### config.mk
export PLATFORM = sky130hd
export DESIGN_NAME = shadow_dump_arbiter
export DESIGN_NICKNAME = d
export VERILOG_FILES = /design/src/rtl/shadow_dump_arbiter.sv
export SDC_FILE = /design/constraint.sdc
export NUM_CORES = 1
export LEC_CHECK = 0
export ABC_CLOCK_PERIOD_IN_PS = 2900
export BUFFER_PORTS_ARGS = -buffer_cell sky130_fd_sc_hd__buf_2
export CORE_MARGIN = 1.5
export CORE_UTILIZATION = 54
export DETAILED_ROUTE_END_ITERATION = 16
export PLACE_DENSITY = 0.79
export SETUP_SLACK_MARGIN = 0.05
export SYNTH_ARGS = -nofsm -noshare
export SYNTH_HDL_FRONTEND = slang
export SYNTH_SLANG_ARGS = --single-unit
### constraint.sdc
create_clock -name sh_clk -period 2.9 [get_ports sh_clk]
set_clock_uncertainty 0.1 [all_clocks]
set_input_delay 0.435 -clock sh_clk [delete_from_list [all_inputs] [get_ports sh_clk]]
set_output_delay 0.435 -clock sh_clk [all_outputs]
set_load 0.005 [all_outputs]
### src/rtl/shadow_dump_arbiter.sv
// Shadow-capture dump arbiter.
// Broadcasts capture enable until frozen, then walks the chains one at a time,
// assembling their serial dump bits (LSB first) into words handed downstream
// over a valid/ready handshake. Outputs are registered.
//
// state    | meaning
// ---------+-------------------------------------------------------------
// S_CAPT   | chains capturing, c_en high, waiting for trig
// S_FROZEN | capture stopped, waiting for dump_req
// S_SHIFT  | dump_en[idx] high, collecting bits of chain idx
// S_HOLD   | word presented, waiting for word_rdy
// S_DONE   | one-cycle done pulse, then back to capture

module shadow_dump_arbiter #(
  parameter int N_CHAINS = 4,
  parameter int WORD_W   = 32,
  parameter int ID_W     = 2
) (
  input  logic                sh_clk,
  input  logic                sh_rst,
  input  logic                trig,
  input  logic                dump_req,
  input  logic [N_CHAINS-1:0] ch_out,
  input  logic [N_CHAINS-1:0] ch_out_vld,
  input  logic [N_CHAINS-1:0] ch_out_done,
  input  logic                word_rdy,
  output logic                c_en,
  output logic [N_CHAINS-1:0] dump_en,
  output logic [WORD_W-1:0]   word_out,
  output logic                word_vld,
  output logic [ID_W-1:0]     word_id,
  output logic                word_last,
  output logic                busy,
  output logic                done
);

  localparam int                CNT_W    = $clog2(WORD_W);
  localparam logic [CNT_W-1:0]  CNT_LAST = CNT_W'(WORD_W - 1);
  localparam logic [ID_W-1:0]   IDX_LAST = ID_W'(N_CHAINS - 1);
  localparam logic [N_CHAINS-1:0] ONE    = N_CHAINS'(1);

  typedef enum logic [2:0] {
    S_CAPT,
    S_FROZEN,
    S_SHIFT,
    S_HOLD,
    S_DONE
  } state_t;

  state_t              r_state;
  logic [ID_W-1:0]     r_idx;
  logic [CNT_W-1:0]    r_cnt;
  logic [WORD_W-1:0]   r_word;
  logic                r_c_en;
  logic [N_CHAINS-1:0] r_dump_en;
  logic                r_word_vld;
  logic [ID_W-1:0]     r_word_id;
  logic                r_word_last;
  logic                r_busy;
  logic                r_done;

  logic                w_bit;
  logic                w_vld;
  logic                w_chain_done;
  logic                w_word_full;
  logic                w_has_bits;
  logic [ID_W-1:0]     w_idx_inc;
  logic [WORD_W-1:0]   w_word_nxt;

  // Only the selected chain is looked at; everything else is ignored.
  assign w_bit        = ch_out[r_idx];
  assign w_vld        = ch_out_vld[r_idx];
  assign w_chain_done = ch_out_done[r_idx];
  assign w_word_full  = w_vld && (r_cnt == CNT_LAST);
  // A same-cycle valid bit counts before done is judged.
  assign w_has_bits   = w_vld || (r_cnt != '0);
  assign w_idx_inc    = r_idx + ID_W'(1);

  // Merge the incoming bit into the word under assembly.
  always_comb begin
    w_word_nxt = r_word;
    if (w_vld) begin
      w_word_nxt[r_cnt] = w_bit;
    end
  end

  // Sequencer: state, chain index, bit count, word and registered outputs.
  always_ff @(posedge sh_clk) begin
    if (sh_rst) begin
      r_state     <= S_CAPT;
      r_idx       <= '0;
      r_cnt       <= '0;
      r_word      <= '0;
      r_c_en      <= 1'b1;
      r_dump_en   <= '0;
      r_word_vld  <= 1'b0;
      r_word_id   <= '0;
      r_word_last <= 1'b0;
      r_busy      <= 1'b0;
      r_done      <= 1'b0;
    end else begin
      r_done <= 1'b0;
      case (r_state)
        S_CAPT: begin
          if (trig) begin
            r_state <= S_FROZEN;
            r_c_en  <= 1'b0;
            r_busy  <= 1'b1;
          end
        end
        S_FROZEN: begin
          if (dump_req) begin
            r_state   <= S_SHIFT;
            r_idx     <= '0;
            r_cnt     <= '0;
            r_word    <= '0;
            r_dump_en <= ONE;
          end
        end
        S_SHIFT: begin
          r_word <= w_word_nxt;
          if (w_word_full || (w_chain_done && w_has_bits)) begin
            // Unfilled MSBs are already zero: the word is cleared on each handoff.
            r_state     <= S_HOLD;
            r_dump_en   <= '0;
            r_word_vld  <= 1'b1;
            r_word_id   <= r_idx;
            r_word_last <= w_chain_done;
          end else if (w_chain_done) begin
            // Chain ended on a word boundary: nothing left to emit.
            if (r_idx == IDX_LAST) begin
              r_state   <= S_DONE;
              r_dump_en <= '0;
              r_done    <= 1'b1;
            end else begin
              r_idx     <= w_idx_inc;
              r_dump_en <= ONE << w_idx_inc;
            end
          end else if (w_vld) begin
            r_cnt <= r_cnt + CNT_W'(1);
          end
        end
        S_HOLD: begin
          if (word_rdy) begin
            r_word_vld  <= 1'b0;
            r_word_last <= 1'b0;
            r_cnt       <= '0;
            r_word      <= '0;
            if (!r_word_last) begin
              r_state   <= S_SHIFT;
              r_dump_en <= ONE << r_idx;
            end else if (r_idx == IDX_LAST) begin
              r_state <= S_DONE;
              r_done  <= 1'b1;
            end else begin
              r_state   <= S_SHIFT;
              r_idx     <= w_idx_inc;
              r_dump_en <= ONE << w_idx_inc;
            end
          end
        end
        S_DONE: begin
          r_state <= S_CAPT;
          r_c_en  <= 1'b1;
          r_busy  <= 1'b0;
        end
        default: begin
          r_state   <= S_CAPT;
          r_c_en    <= 1'b1;
          r_dump_en <= '0;
          r_busy    <= 1'b0;
        end
      endcase
    end
  end

  assign c_en      = r_c_en;
  assign dump_en   = r_dump_en;
  assign word_out  = r_word;
  assign word_vld  = r_word_vld;
  assign word_id   = r_word_id;
  assign word_last = r_word_last;
  assign busy      = r_busy;
  assign done      = r_done;

endmodule

* After elaboration in Yosys (flattened, before gate mapping)
Index checks and enable logic that the tools add are counted.
** Word-level totals
- Register bits :: 53
- Bits of input ports :: 17
** Cells by class
- Eq/ne operators :: 18
- Add/sub/neg operators :: 2
- Order comparisons :: 3
- Shifts and indexed selects :: 2
- Mux-type cells :: 58
- Bitwise gates (word level) :: 2
- Reductions and logical operators :: 19
** Operators by type and width (number)
- $mux W32 :: 3
- $pmux W32 S3 :: 1
- $bwmux W32 :: 1
- $mux W4 :: 7
- $mux W5 :: 5
- $mux W3 :: 8
- $ne A2 B2 Y1 const B :: 9
- $pmux W4 S4 :: 1
- $pmux W5 S3 :: 1
- $mux W1 :: 14
- $mux W2 :: 6
- $pmux W3 S4 :: 1
- $reduce_and A6 Y1 :: 2
- $pmux W1 S2 :: 5
- $reduce_and A5 Y1 :: 2
- $ne A3 B3 Y1 const B :: 3
- $shl A1 B2 Y4 const A :: 2
- $bmux W1 S2 :: 3
- $eq A3 B2 Y1 const B :: 2
- $lt A5 B6 Y1 const B :: 1
- $pmux W2 S3 :: 1
- $add A5 B1 Y5 const B :: 1
- $demux W1 S5 :: 1
- $eq A5 B5 Y1 const B :: 1
- other kinds (18) :: 23

* Longest topological paths before layout
Gate-level depths: netlist of run 1.
- Word-level depth :: 7
- Depth in mapped cells :: 9
- Mapped depth without buffers :: 9

* Worst setup path before layout of run 1
Ideal clock, no wire load.
- Kind :: register to register
- Start point :: reg r_cnt[2]
- End point :: reg r_dump_en[1], in the netlist dump_en[1]
- Setup slack :: 0.563 ns
- Required time :: 2.678 ns
- Stages on the path, launching flop included :: 10
- Data arrival time :: 2.115 ns
- Clock period less this slack :: 2.337 ns
- Path through :: dfxtp_1 > clkbuf_1 > nand2_1 > nor2_1 > ha_1 > or2_2 > o221a_2 > o211ai_4 > a211oi_2 > a221o_1
** Between the ends
- Cells in the longest elaborated chain, start to end :: 6
** Ends and longest elaborated chain
- from (decl) :: RTL line 52 : logic [CNT_W-1:0] r_cnt;
- from (signal assigned) :: RTL line 140 : r_cnt <= r_cnt + CNT_W'(1);
- $reduce_bool A5 Y1 :: RTL line 76 : assign w_has_bits = w_vld || (r_cnt != '0);
- $logic_or A1 B1 Y1 :: RTL line 76
- $logic_and A1 B1 Y1 :: RTL line 122 : if (w_word_full || (w_chain_done && w_has_bits)) begin
- $logic_or A1 B1 Y1 (*) :: RTL line 122
- $ne A3 B3 Y1 (no source line) or $mux W4 (tied branches)
- $reduce_and A5 Y1 (no source line) or $pmux W4 S4 (tied branches)
- to (signal assigned) :: RTL line 137 : r_dump_en <= ONE << w_idx_inc;
- to (signal assigned) :: RTL line 151 : r_dump_en <= ONE << r_idx;
- to (signal assigned) :: RTL line 158 : r_dump_en <= ONE << w_idx_inc;
- to (decl) :: RTL line 55 : logic [N_CHAINS-1:0] r_dump_en;
Mark *: on every way between the ends. The rest lies on a longest branch, timed or not.
A chain may end at the register's enable or synchronous reset.

* Final worst setup path of run 1
Same ends and word-level chain as after synthesis.

==> results of run 1 <==
metrics by stage:
step                      hold slack (ns)  setup WS, ns
after CTS                          0.3295        0.3877
final                              0.3289        0.3663
after global placement             0.3420        0.4450
after global routing               0.3503        0.1853
after floorplan                    0.3511        0.5633
after detailed placement           0.3451        0.3971
worst reg2reg max path, delay by kind of cell (launching register included):
kind | cells | cell delay, ns
compound gates | 4 | 1.06
fa+ha+maj | 1 | 0.19
flops | 1 | 0.43
simple gates | 3 | 0.66
registers in the layout, summed over array words and instances (netlist names):
name       cells
done           1
r_state        3
c_en           1
dump_en        4
r_cnt          5
word_last      1
busy           1
word_out      32
r_idx          2
word_vld       1
word_id        2
cell usage after synthesis (4+ instances only):
library cell | instances | area share [%]
nor2b_1 | 6 | 1.4
nand4_1 | 4 | 0.92
nor3_1 | 5 | 0.92
nand3_1 | 8 | 1.5
nand2_1 | 24 | 3.3
mux2i_1 | 7 | 2.6
buf_4 | 4 | 1.1
and3_1 | 5 | 1.1
ha_1 | 11 | 5.0
nor2_1 | 13 | 1.8
dfxtp_1 | 53 | 39
clkbuf_1 | 16 | 2.2
o41ai_1 | 4 | 1.3
a21oi_1 | 15 | 2.8
nand3b_1 | 4 | 1.1
o31ai_1 | 26 | 7.2
o311ai_0 | 4 | 1.3
inv_1 | 7 | 0.96
o21ai_0 | 5 | 0.92
o211ai_1 | 26 | 7.2
power breakdown:
| part | total, mW | switching (mW) | internal (mW) |
|---|---|---|---|
| Clock | 0.431 | 0.259 | 0.172 |
| Sequential | 0.801 | 0.0358 | 0.765 |
| Combinational | 0.616 | 0.386 | 0.230 |
| Total | 1.85 | 0.682 | 1.17 |
cell type report:
| type | instances | area, um^2 | share of cell area, % |
|---|---|---|---|
| Multi-Input combinational cell | 211 | 1533 | 48.79 |
| Sequential cell | 53 | 1061 | 33.77 |
| Timing Repair Buffer | 66 | 347.8 | 11.07 |
| Tap cell | 67 | 83.83 | 2.668 |
| Clock buffer | 5 | 68.82 | 2.190 |
| Inverter | 7 | 26.28 | 0.8363 |
| Clock inverter | 3 | 21.27 | 0.6770 |
kinds of logic after synthesis:
family / Yosys count / synth area share [%]
AND/OR/NAND/NOR: 85 / 16.64
flip-flops: 53 / 38.88
buffers and inverters: 31 / 5.090
adder cells (fa/ha/maj): 11 / 5.043
multiplexers: 13 / 6.281
AO/OA/AOI/OAI: 102 / 28.06
worst paths after layout:
kind	slack, ns	end	start	depth (start not counted)
max	0.37	dump_en[1]	r_cnt[2]	8
min	0.33	c_en	trig	3
max reg2reg	0.37	dump_en[1]	r_cnt[2]	8
min reg2reg	0.36	word_out[3]	word_out[3]	2
metal layers:
metal | vias up | wire length (um) | GRT usage [%]
met5 | - | 0 | 0
met4 | 0 | 126 | 8.230
met3 | 13 | 436 | 4.878
met2 | 106 | 2869 | 36.21
met1 | 1147 | 2878 | 32.91
li1 | 1226 | - | -
==> qor.yml, run 1 <==
synthesis:
  synthArstFlopShare_pct: 0
  synth_nets: 323
  seq_area_frac_synth_pct: 38.88
  yosys_warnings: 0
  avgSynthCellArea_um2: 9.250
  synth_area_um2: 2729
  synthCells: 295
  ys.flop_type: "dfxtp_1"
  ys_ff_latch: 53
  synth_edf_count: 0
  yosysUniqueCellTypes: 53
timing:
  worst_slew_pin_slew_ns: 0.7570
  setup_violations: 0
  slew_viol_final: 0
  rsz0062_at_grt: "no"
  finalCritPeriodShare_pct: 87.37
  final.setup.tns_ns: 0
  max_freq_mhz: 394.7
  period_minus_slack_ns: 2.534
  maxSlewHeadroom_pct: 49.41
  final_hold_viol_count: 0
drt:
  firstDrtPassIters: 4
  vias_per_cell: 6.049
  drtIter0Drc: 133
  ant_nets: 0
  drt_wl_total_um: 6311
  wire_per_inst_um: 15.32
  dr_total_vias: 2492
  drc_errors: 0
layout:
  design_area_um2: 3142
  area_delta_synth_final_pct: 15.13
  postLayoutCoreUtil_pct: 65.65
  drive_above_1_share_pct: 26.67
  nets: 372
  num_antenna_cells: 0
  layout_commonest_cell: "buf_2"
  layout_common_cells: "buf_2 (59), dfxtp_1 (53), o211ai_1 (26), o31ai_1 (26), nand2_1 (24)"
  fillers: 437
  final_cells: 412
power:
  finalPower_mw: 1.849
  ir_drop_v: 0.0003677
  leakage_nw: 1.233
  p_per_area_nw_per_um2: 588.4
clock_network:
  clock_latency_ns: 0.31
  htreeDepth: 2
  hold_buffers: 0
  clkTransAtPathRegs_ns: 0.10
  cts_resized: 0
  cts_buffers: 5
  cts_root_buf: "clkbuf_8"
  cts_sinks: 53
  cts_tree: "yes"
  cts_setup_buffers: 0
  cts_buffer_depth: 2
grt:
  grt_max_degree: 32
  grt_pass1_vias: 2115
  overflow: 0
  grt_usage_pct: 23.58
  grt_pass1_wl_um: 10130
  antenna_found_initial: 0
floorplanning:
  die_area_um2: 5489
  die-width_um: 74.09
  start_util_pct: 57.02
  core-area_um2: 4786
  io_pins: 60
  row_count: 25
  dieHeight_um: 74.09
placement:
  hpwl_um: 4645
  place_area_um2: 3052
  post-place-cells: 404
  gp_congestion: 0.9510
  portBuffers: 59
flow_run:
  maxCapViolations: 0
worst_setup_path:
  crit_slowest_cell: "dfxtp_1"
  max_stage_delay_ns: 0.43
  startpoint_type: "register"
  crit_type: "register to register"
  cp_data_required_time_ns: 3.00
  crit_arrival_ns: 2.64
  crit_chain: "nand2_1 > nor2_1 > ha_1 > or2_2 > o221a_2 > o211ai_4 > a211oi_2 > a221o_1"
  crit_family: "compound AO/OA/AOI/OAI gates"
  cp_max_fo: 12
  crit_path_end_kind: "register"
  critical_path_buf_inv_count: 0
hold_path:
  hold_path_class: "primary input to register"
status:
  status: "finished, final reports clean"
Power figures use the tool's default switching activity.
==> run 2: changes to the inputs <==
--- a/config.mk
+++ b/config.mk
@@ -9,6 +9,7 @@
 export BUFFER_PORTS_ARGS = -buffer_cell sky130_fd_sc_hd__buf_2
 export CORE_MARGIN = 1.5
 export CORE_UTILIZATION = 54
+export CTS_BUF_LIST = sky130_fd_sc_hd__clkbuf_16
 export DETAILED_ROUTE_END_ITERATION = 16
 export PLACE_DENSITY = 0.79
 export SETUP_SLACK_MARGIN = 0.05
==> run 2 against run 1 <==
Net effect:
- final cell count did not move
- critical path type unchanged
- total power rose by 9.2%
- clock power rose by 38%
- largest cell class unchanged
- flip-flop and latch count did not move
- worst setup slack got worse by 0.048 ns
- sequential share of layout area fell by 0.61 points
- hold slack improved by 0.029 ns
- die area did not move
- non-clock buffer count did not move
- wire length rose by 0.89%
- combinational power rose by 1%
- via count rose by 0.20%
==> qor.yml, run 2 (synthesis results as in run 1) <==
hold_path:
  holdCritStartpoint: "word_out[3]"  # was trig
  hold_path_class: "register to register"  # was primary input to register
  hold_path_depth: 2  # was 3
  min_to: "word_out[3]"  # was c_en
clock_network:
  htreeDepth: 2  # unchanged
  clock_latency_ns: 0.29  # was 0.31 ns
  cts_setup_buffers: 0  # unchanged
  cts_root_buf: "clkbuf_16"  # was clkbuf_8
  cts_sinks: 53  # unchanged
  clkTransAtPathRegs_ns: 0.07  # was 0.10 ns
  cts_tree: "yes"  # unchanged
  cts_buffers: 5  # unchanged
  cts_buffer_depth: 2  # unchanged
drt:
  drc_errors: 0  # unchanged
  dr_total_vias: 2497  # was 2,492
  vias_per_cell: 6.061  # was 6.049
  ant_nets: 0  # unchanged
  drt_wl_total_um: 6367  # was 6311 um
  wire_per_inst_um: 15.45  # was 15.32 um
  firstDrtPassIters: 4  # unchanged
  drtIter0Drc: 153  # was 133
floorplanning:
  io_pins: 60  # unchanged
  start_util_pct: 57.02  # unchanged
  die-width_um: 74.09  # unchanged
  dieHeight_um: 74.09  # unchanged
  die_area_um2: 5489  # unchanged
  row_count: 25  # unchanged
  core-area_um2: 4786  # unchanged
grt:
  grt_pass1_vias: 2146  # was 2,115
  grt_usage_pct: 23.64  # was 23.58%
  antenna_found_initial: 0  # unchanged
  grt_max_degree: 32  # unchanged
  grt_pass1_wl_um: 10220  # was 10,130 um
  overflow: 0  # unchanged
layout:
  layout_commonest_cell: "buf_2"  # unchanged
  area_delta_synth_final_pct: 17.24  # was 15.13%
  largest_reg_flops: 32  # unchanged
  drive_above_1_share_pct: 26.67  # unchanged
  num_antenna_cells: 0  # unchanged
  layout_common_cells: "buf_2 (59), dfxtp_1 (53), o211ai_1 (26), o31ai_1 (26), nand2_1 (24)"  # unchanged
  final_cells: 412  # unchanged
  nets: 372  # unchanged
worst_setup_path:
  rr_worst_depth: 8  # unchanged
  worstSetupStartpoint: "r_cnt[2]"  # unchanged
  crit_path_end_kind: "register"  # unchanged
  rr_startpoint: "r_cnt[2]"  # unchanged
  crit_type: "register to register"  # unchanged
  cp_data_required_time_ns: 2.96  # was 3.00 ns
  crit_arrival_ns: 2.64  # about the same
  r2r_slack_ns: 0.32  # was 0.37 ns
  cp_max_fo: 12  # unchanged
  r2r-end: "r_state[1]"  # was dump_en[1]
  startpoint_type: "register"  # unchanged
timing:
  max_freq_mhz: 387.4  # was 394.7 MHz
  setup_violations: 0  # unchanged
  worst_slew_pin_slew_ns: 0.7566  # was 0.7570 ns
  final.setup.tns_ns: 0  # unchanged
  rsz0062_at_grt: "no"  # unchanged
  final_hold_viol_count: 0  # unchanged
  period_minus_slack_ns: 2.581  # was 2.534 ns
  maxSlewHeadroom_pct: 49.44  # was 49.41%
  finalCritPeriodShare_pct: 89.01  # was 87.37%
  slew_viol_final: 0  # unchanged
power:
  internal_power_mw: 1.319  # was 1.167 mW
  ir_drop_v: 0.0003652  # was 0.0003677 V
  p_sw_share_pct: 34.64  # was 36.87%
  p_comb_share_pct: 30.9  # was 33.3%
  leakage_nw: 1.259  # was 1.233 nW
  power_frac_seq_pct: 39.6  # was 43.3%
  clkPwrFrac_pct: 29.4  # was 23.3%
  finalPower_mw: 2.018  # was 1.849 mW
  p_sw_mw: 0.6991  # was 0.6815 mW
  p_per_area_nw_per_um2: 630.8  # was 588.4 nW/um^2
placement:
  portBuffers: 59  # unchanged
  post-place-cells: 404  # unchanged
  gp_congestion: 0.9510  # unchanged
  hpwl_um: 4645  # unchanged
flow_run:
  maxCapViolations: 0  # unchanged
status:
  status: "finished, final reports clean"  # unchanged
run 2: per-layer routing:
metal	vias to the layer above	routed length, um	global-route usage [%]
met5	-	0	0
met4	0	106	6.790
met3	10	384	4.336
met2	90	2912	37.70
met1	1166	2964	32.74
li1	1231	-	-
run 2: worst max-delay path by stage:
stage	endpoint
floorplan	dump_en[1]
global placement	dump_en[1]
detailed placement	dump_en[1]
CTS	r_state[1]
global route	r_state[1]
finish	r_state[1]
run 2: final cells by class:
type	count	area [um^2]
Inverter	7	26.28
Clock inverter	3	21.27
Clock buffer	5	125.1
Fill cell	422	1587
Sequential cell	53	1061
Timing Repair Buffer	66	347.8
Tap cell	67	83.83
Multi-Input combinational cell	211	1534
run 2: stage by stage:
| stage | utilization, % | instance area [um^2] | hold WS [ns] | setup slack, ns |
|---|---|---|---|---|
| finish | 66.85 | 3199 | 0.3577 | 0.3186 |
| global route | 66.85 | 3199 | 0.3743 | 0.1164 |
| CTS | 66.82 | 3198 | 0.3569 | 0.2676 |
| detailed placement | 63.76 | 3052 | 0.3451 | 0.3971 |
| global placement | 63.76 | 3052 | 0.3420 | 0.4450 |
| floorplan | - | 2729 | 0.3511 | 0.5633 |
run 2: power by group through the flow:
stage / Clock (mW) / Combinational [mW] / Sequential [mW]
3_5_place_dp: 0 / 0.603 / 0.816
2_1_floorplan: 0 / 0.464 / 0.810
6_report: 0.593 / 0.625 / 0.800
4_1_cts: 0.601 / 0.611 / 0.800
5_1_grt: 0.630 / 0.680 / 0.806
3_3_place_gp: 0 / 0.592 / 0.815
run 2: what timing repair did:
action                     4_1_cts  5_1_grt
gates resized for setup          0        1
setup endpoints to repair        0        1
hold endpoints to repair         0        0
hold buffers                     0        0
run 2: critical path: stages (launching register included):
cell	delay, ns
dfxtp_1	0.54
nand2_1	0.27
nor2_1	0.15
ha_1	0.16
nand2b_1	0.14
o221a_2	0.31
o211ai_1	0.17
a2111oi_1	0.48
nor3_1	0.11
